### src/rtl/ifm_out_fsm_pkg.sv
// Shared definitions for the receive drain stage: state encodings and FIFO word field offsets.
package ifm_out_fsm_pkg;

  typedef enum logic [1:0] {
    S_IDLE = 2'd0,
    S_PASS = 2'd1,
    S_DROP = 2'd2
  } state_t;

  localparam int DATA_W       = 73;
  localparam int LAST_BIT     = 72;
  localparam int KEEP_MSB     = 71;
  localparam int KEEP_LSB     = 64;
  localparam int INFO_BAD_BIT = 0;

endpackage

### src/rtl/ifm_keep_popcnt.sv
// Combinational byte-enable popcount: 8-bit keep to 4-bit byte count, no latency.
module ifm_keep_popcnt (
  input  logic [7:0] keep_i,
  output logic [3:0] cnt_o
);

  always_comb begin
    cnt_o = 4'd0;
    for (int i = 0; i < 8; i++) begin
      cnt_o = cnt_o + {3'b000, keep_i[i]};
    end
  end

endmodule

### src/rtl/ifm_out_fsm.sv
// Drains receive FIFOs: forwards good frames on AXI4-Stream (1-cycle registered output), drops bad ones,
// reports forwarded byte length. Optional frame counters under IFM_OUT_STATS_EN.
module ifm_out_fsm
  import ifm_out_fsm_pkg::*;
#(
  parameter int C_LEN_W = 16
) (
  input  logic               sys_clk,
  input  logic               sys_rst,
  input  logic [72:0]        data_fifo_rdata,
  input  logic               data_fifo_empty,
  output logic               data_fifo_rden,
  input  logic [7:0]         info_fifo_rdata,
  input  logic               info_fifo_empty,
  output logic               info_fifo_rden,
  output logic [63:0]        m_axis_tdata,
  output logic [7:0]         m_axis_tkeep,
  output logic               m_axis_tlast,
  output logic               m_axis_tvalid,
  input  logic               m_axis_tready,
  output logic               frame_len_valid,
  output logic [C_LEN_W-1:0] frame_len,
  output logic [3:0]         ifm_out_fsm_dbg
`ifdef IFM_OUT_STATS_EN
  ,
  output logic [31:0]        stat_good_frames,
  output logic [31:0]        stat_bad_frames
`endif
);

  state_t             state_q, state_d;
  logic [C_LEN_W-1:0] acc_q, acc_d;
  logic [63:0]        tdata_q;
  logic [7:0]         tkeep_q;
  logic               tlast_q, tvalid_q;
  logic               flv_q;
  logic [C_LEN_W-1:0] flen_q;
  logic               pass_pop;
  logic               word_last;
  logic [3:0]         keep_cnt;
  logic [C_LEN_W:0]   acc_sum;
  logic               unused_info;

  assign word_last   = data_fifo_rdata[LAST_BIT];
  assign unused_info = ^info_fifo_rdata[7:1];

  ifm_keep_popcnt u_popcnt (
    .keep_i (data_fifo_rdata[KEEP_MSB:KEEP_LSB]),
    .cnt_o  (keep_cnt)
  );

  // One extra bit of headroom detects overflow so the total pins at all-ones.
  assign acc_sum = {1'b0, acc_q} + {{(C_LEN_W-3){1'b0}}, keep_cnt};

  always_comb begin
    state_d        = state_q;
    info_fifo_rden = 1'b0;
    data_fifo_rden = 1'b0;
    pass_pop       = 1'b0;
    acc_d          = acc_q;
    case (state_q)
      S_IDLE: begin
        acc_d = '0;
        if (!info_fifo_empty) begin
          info_fifo_rden = 1'b1;
          state_d        = info_fifo_rdata[INFO_BAD_BIT] ? S_DROP : S_PASS;
        end
      end
      S_PASS: begin
        pass_pop       = !data_fifo_empty && (!tvalid_q || m_axis_tready);
        data_fifo_rden = pass_pop;
        if (pass_pop) begin
          acc_d = acc_sum[C_LEN_W] ? '1 : acc_sum[C_LEN_W-1:0];
          if (word_last) state_d = S_IDLE;
        end
      end
      S_DROP: begin
        data_fifo_rden = !data_fifo_empty;
        if (!data_fifo_empty && word_last) state_d = S_IDLE;
      end
      default: state_d = S_IDLE;
    endcase
  end

  always_ff @(posedge sys_clk or posedge sys_rst) begin
    if (sys_rst) begin
      state_q  <= S_IDLE;
      acc_q    <= '0;
      tdata_q  <= '0;
      tkeep_q  <= '0;
      tlast_q  <= 1'b0;
      tvalid_q <= 1'b0;
      flv_q    <= 1'b0;
      flen_q   <= '0;
    end else begin
      state_q <= state_d;
      acc_q   <= acc_d;
      flv_q   <= pass_pop && word_last;
      if (pass_pop && word_last) flen_q <= acc_d;
      // A pending last beat may still drain while the FSM has already returned to idle.
      if (pass_pop) begin
        tdata_q  <= data_fifo_rdata[63:0];
        tkeep_q  <= data_fifo_rdata[KEEP_MSB:KEEP_LSB];
        tlast_q  <= word_last;
        tvalid_q <= 1'b1;
      end else if (m_axis_tready) begin
        tvalid_q <= 1'b0;
      end
    end
  end

`ifdef IFM_OUT_STATS_EN
  logic [31:0] good_q, bad_q;

  always_ff @(posedge sys_clk or posedge sys_rst) begin
    if (sys_rst) begin
      good_q <= '0;
      bad_q  <= '0;
    end else begin
      if (pass_pop && word_last) good_q <= good_q + 32'd1;
      if (info_fifo_rden && info_fifo_rdata[INFO_BAD_BIT]) bad_q <= bad_q + 32'd1;
    end
  end

  assign stat_good_frames = good_q;
  assign stat_bad_frames  = bad_q;
`endif

  assign m_axis_tdata    = tdata_q;
  assign m_axis_tkeep    = tkeep_q;
  assign m_axis_tlast    = tlast_q;
  assign m_axis_tvalid   = tvalid_q;
  assign frame_len_valid = flv_q;
  assign frame_len       = flen_q;
  assign ifm_out_fsm_dbg = {2'b00, state_q};

endmodule

### config.mk
export PLATFORM = sky130hd
export DESIGN_NAME = ifm_out_fsm
export DESIGN_NICKNAME = d
export VERILOG_FILES = /design/src/rtl/ifm_out_fsm_pkg.sv /design/src/rtl/ifm_keep_popcnt.sv /design/src/rtl/ifm_out_fsm.sv
export SDC_FILE = /design/constraint.sdc
export NUM_CORES = 1
export LEC_CHECK = 0
export BUFFER_PORTS_ARGS = -buffer_cell sky130_fd_sc_hd__buf_2
export CAP_MARGIN = 20
export CORE_MARGIN = 5
export CORE_UTILIZATION = 45
export DETAILED_ROUTE_END_ITERATION = 8
export PLACE_DENSITY_LB_ADDON = 0.05
export SLEW_MARGIN = 20
export SYNTH_ARGS = -nofsm -noshare
export SYNTH_HDL_FRONTEND = slang
export SYNTH_HIERARCHICAL = 1
export SYNTH_SLANG_ARGS = --single-unit
### constraint.sdc
create_clock -name sys_clk -period 3.55 [get_ports sys_clk]
set_input_delay 0.71 -clock sys_clk [delete_from_list [all_inputs] [get_ports sys_clk]]
set_output_delay 0.71 -clock sys_clk [all_outputs]
set_load 0.03 [all_outputs]
==> impl_metrics.py <==
metrics = {
    "detailed_routing": {
        "wire_per_inst_microns": 16.8,
        "vias": 3849,
        "ant_nets": 0,
        "vias_per_cell": 5.24,
        "drc": 0,
        "wl_microns": 12300,
        "drt_iter0_drc": 149,
        "firstDrtPassIters": 4,
    },
    "place": {
        "dp_slack_ns": -0.699,
        "gp_congestion": 0.791,
        "io_buffer_count": 173,
        "placedCellCount": 708,
        "dp_hpwl_microns": 8840,
    },
    "min_path": {
        "hold_class": "input pin to asynchronous set/reset pin",
    },
    "final_layout": {
        "final-seq-area_sq_mm": 0.00273,
        "stdcell_count": 734,
        "utilization_pct": 61.0,
        "diodes": 0,
        "fill_cells": 924,
        "multi_input_area_sq_mm": 0.00226,
        "drive_gt1_share_pct": 56.7,
        "final_nets": 690,
        "syn2layout_area_growth_pct": 33.1,
    },
    "clock_tree": {
        "clock_latency_ns": 0.38,
        "h-tree-depth": 3,
        "clk_pin_slew_ns": 0.10,
        "cts_tree": "yes",
        "clockBufferDepth": 2,
        "clock-sinks": 109,
        "cts_made_buffers": 9,
        "root_buffer": "clkbuf_8",
    },
    "floorplanning": {
        "io_pins": 183,
        "start_util_pct": 45.8,
        "rows": 38,
        "core_area_sq_mm": 0.0108,
        "chipWidth_microns": 115,
        "dieArea_sq_mm": 0.0132,
        "die_h_microns": 115,
    },
    "run_status": {
        "outcome": "finished with violations",
        "violations": "setup timing",
    },
    "power_and_ir_drop": {
        "p_per_area_mw_per_mm2": 892,
        "p_leak_nw": 3.19,
        "ir_worst_vdd_v": 0.000481,
        "finalPower_mw": 5.87,
    },
    "timing": {
        "max-slew-margin-rel_pct": 43.8,
        "period_minus_slack_ns": 3.82,
        "hold_viol_final": 0,
        "setup_violations": 32,
        "setup_ws_ns": -0.271,
        "slew_viol_final": 0,
        "tightest_slew_ns": 0.841,
        "skew_ns": 0.0105,
        "fmax_mhz": 262,
        "rsz0062_at_grt": "yes",
        "fin_crit_sh_pct": 108,
        "setup_tns_ns": -6.25,
    },
    "critical_path": {
        "critPathKind": "input pin to flop",
        "critical_path_required_ns": 3.86,
        "critPathArrivalTime_ns": 4.13,
        "worstPathMaxFanout": 5,
        "crit_path_start_kind": "input pin",
        "cp-end-kind": "flop",
    },
    "grt": {
        "antenna_found_initial": 0,
        "grt_pass1_vias": 4135,
        "overflow": 0,
        "grt_usage_pct": 19.1,
        "grt_max_degree": 81,
        "grt_pass1_wl_microns": 20000,
    },
    "logic_synthesis": {
        "synth_cell_types": 54,
        "yosysMostFrequentCell": "dfrtp_1",
        "netlist_top_cells_area": "dfrtp_1, mux2_2, ha_1",
        "yosysTopAreaCell": "dfrtp_1",
        "synth.top_cell.area_share_pct": 55.2,
        "synth-warning-count": 6,
        "avgSynthCellArea_sq_um": 12.4,
        "ys.flop_type": "dfrtp_1",
        "yosys-top-cells-count": "dfrtp_1, mux2_2, nor2_1",
        "ys_seq_area_share_pct": 55.2,
        "synth_area_sq_mm": 0.00494,
        "synth_cells": 398,
        "async_reset_ff_share_pct": 100,
        "synth-seq-cells": 109,
        "synth-edff-count": 0,
    },
    "flow_run": {
        "drv_cap": 0,
    },
}
critical path, stage by stage:
cell and delay, ns:
buf_6 0.10, fa_1 0.53, inv_1 0.06, fa_1 0.47
inv_2 0.09, ha_4 0.14, inv_2 0.03, fa_2 0.52
inv_2 0.05, fa_2 0.35, a211o_1 0.34, nor3b_4 0.19
and3_4 0.21, a31o_4 0.23, o21ai_2 0.10
state kept, by name, indices dropped and copies added, names as in the netlist:
register / count
acc_q: 16
frame_len: 16
m_axis_tdata: 64
m_axis_tvalid: 1
state_q: 2
m_axis_tkeep: 8
frame_len_valid: 1
m_axis_tlast: 1
logic make-up (layout without fill, tap and decap cells):
logic type / count (synthesis) / after routing / share of synthesized area (%)
muxes: 76 / 76 / 17.2
xor gates and xnor gates: 7 / 7 / 1.24
DFF: 109 / 109 / 55.2
adders and majority gates: 15 / 15 / 4.56
buffers and inverters: 39 / 233 / 3.57
and+or+nand+nor: 81 / 81 / 9.01
AOI/OAI and AO/OA: 70 / 71 / 9.14
other: 1 / 2 / 0.0759
what timing repair did:
action                     CTS  global route
pin swaps                   15            15
setup endpoints to repair   32            32
resized for setup           15            16
hold buffers                 0             0
setup buffers                7             2
cloned                       0             1
layout make-up:
| cell class | count | area share (%) |
|---|---|---|
| clock inverter | 7 | 1.50 |
| inverter | 17 | 1.03 |
| multi-input combinational | 252 | 34.4 |
| clock buffer | 9 | 1.88 |
| sequential | 109 | 41.4 |
| timing repair buffer | 200 | 17.1 |
| tap | 140 | 2.66 |
per-layer routing:
layer	wire, microns	GRT usage [%]	part of all wire (%)	up-vias
met1	4850	22.6	39	1898
met5	0	0	0	-
met3	1030	6.26	8.4	25
met2	6170	32.1	50	140
li1	-	-	-	1786
met4	266	7.98	2.2	0
placed cells by master, fill, tap and decap left out, types with 3 or more instances in the layout:
master,n
a31oi_1,9
clkinvlp_4,4
o21ai_0,9
o21ai_1,4
nand2b_1,4
nor3b_1,3
a21o_1,6
a21oi_1,13
xor2_1,3
inv_2,3
buf_2,171
clkbuf_8,9
mux2_2,72
nand2_1,15
buf_12,3
nor2_2,4
nand4_1,4
buf_6,4
dfrtp_1,109
nor2_1,20
a31oi_4,3
nand3_1,8
ha_1,9
inv_1,13
buf_4,22
a21oi_2,4
fa_1,3
report_power, final:
group          internal (mW)  switching [mW]
combinational           1.09            1.91
clock                  0.401           0.437
sequential              1.77           0.268
total                   3.26            2.62
through the flow:
step	hold slack [ns]	cell area (sq um)
after global placement	0.459	6130
after global routing	0.522	6580
final	0.477	6580
after CTS	0.484	6470
after floorplan	0.498	5030
after detailed placement	0.460	6130
worst paths after layout:
check	slack, ns	endpoint	cells past startpoint	start
max in group asynchronous	2.36	acc_q[13]	3	sys_rst
min in group sys_clk	0.48	m_axis_tlast	2	m_axis_tlast
setup reg to reg	1.11	frame_len[10]	6	m_axis_tvalid
hold reg to reg	0.48	m_axis_tlast	2	m_axis_tlast
hold / removal	0.48	m_axis_tdata[62]	2	sys_rst
setup / recovery	-0.27	frame_len[14]	15	data_fifo_rdata[64]
Note: power is estimated with default switching activity, not from simulation.
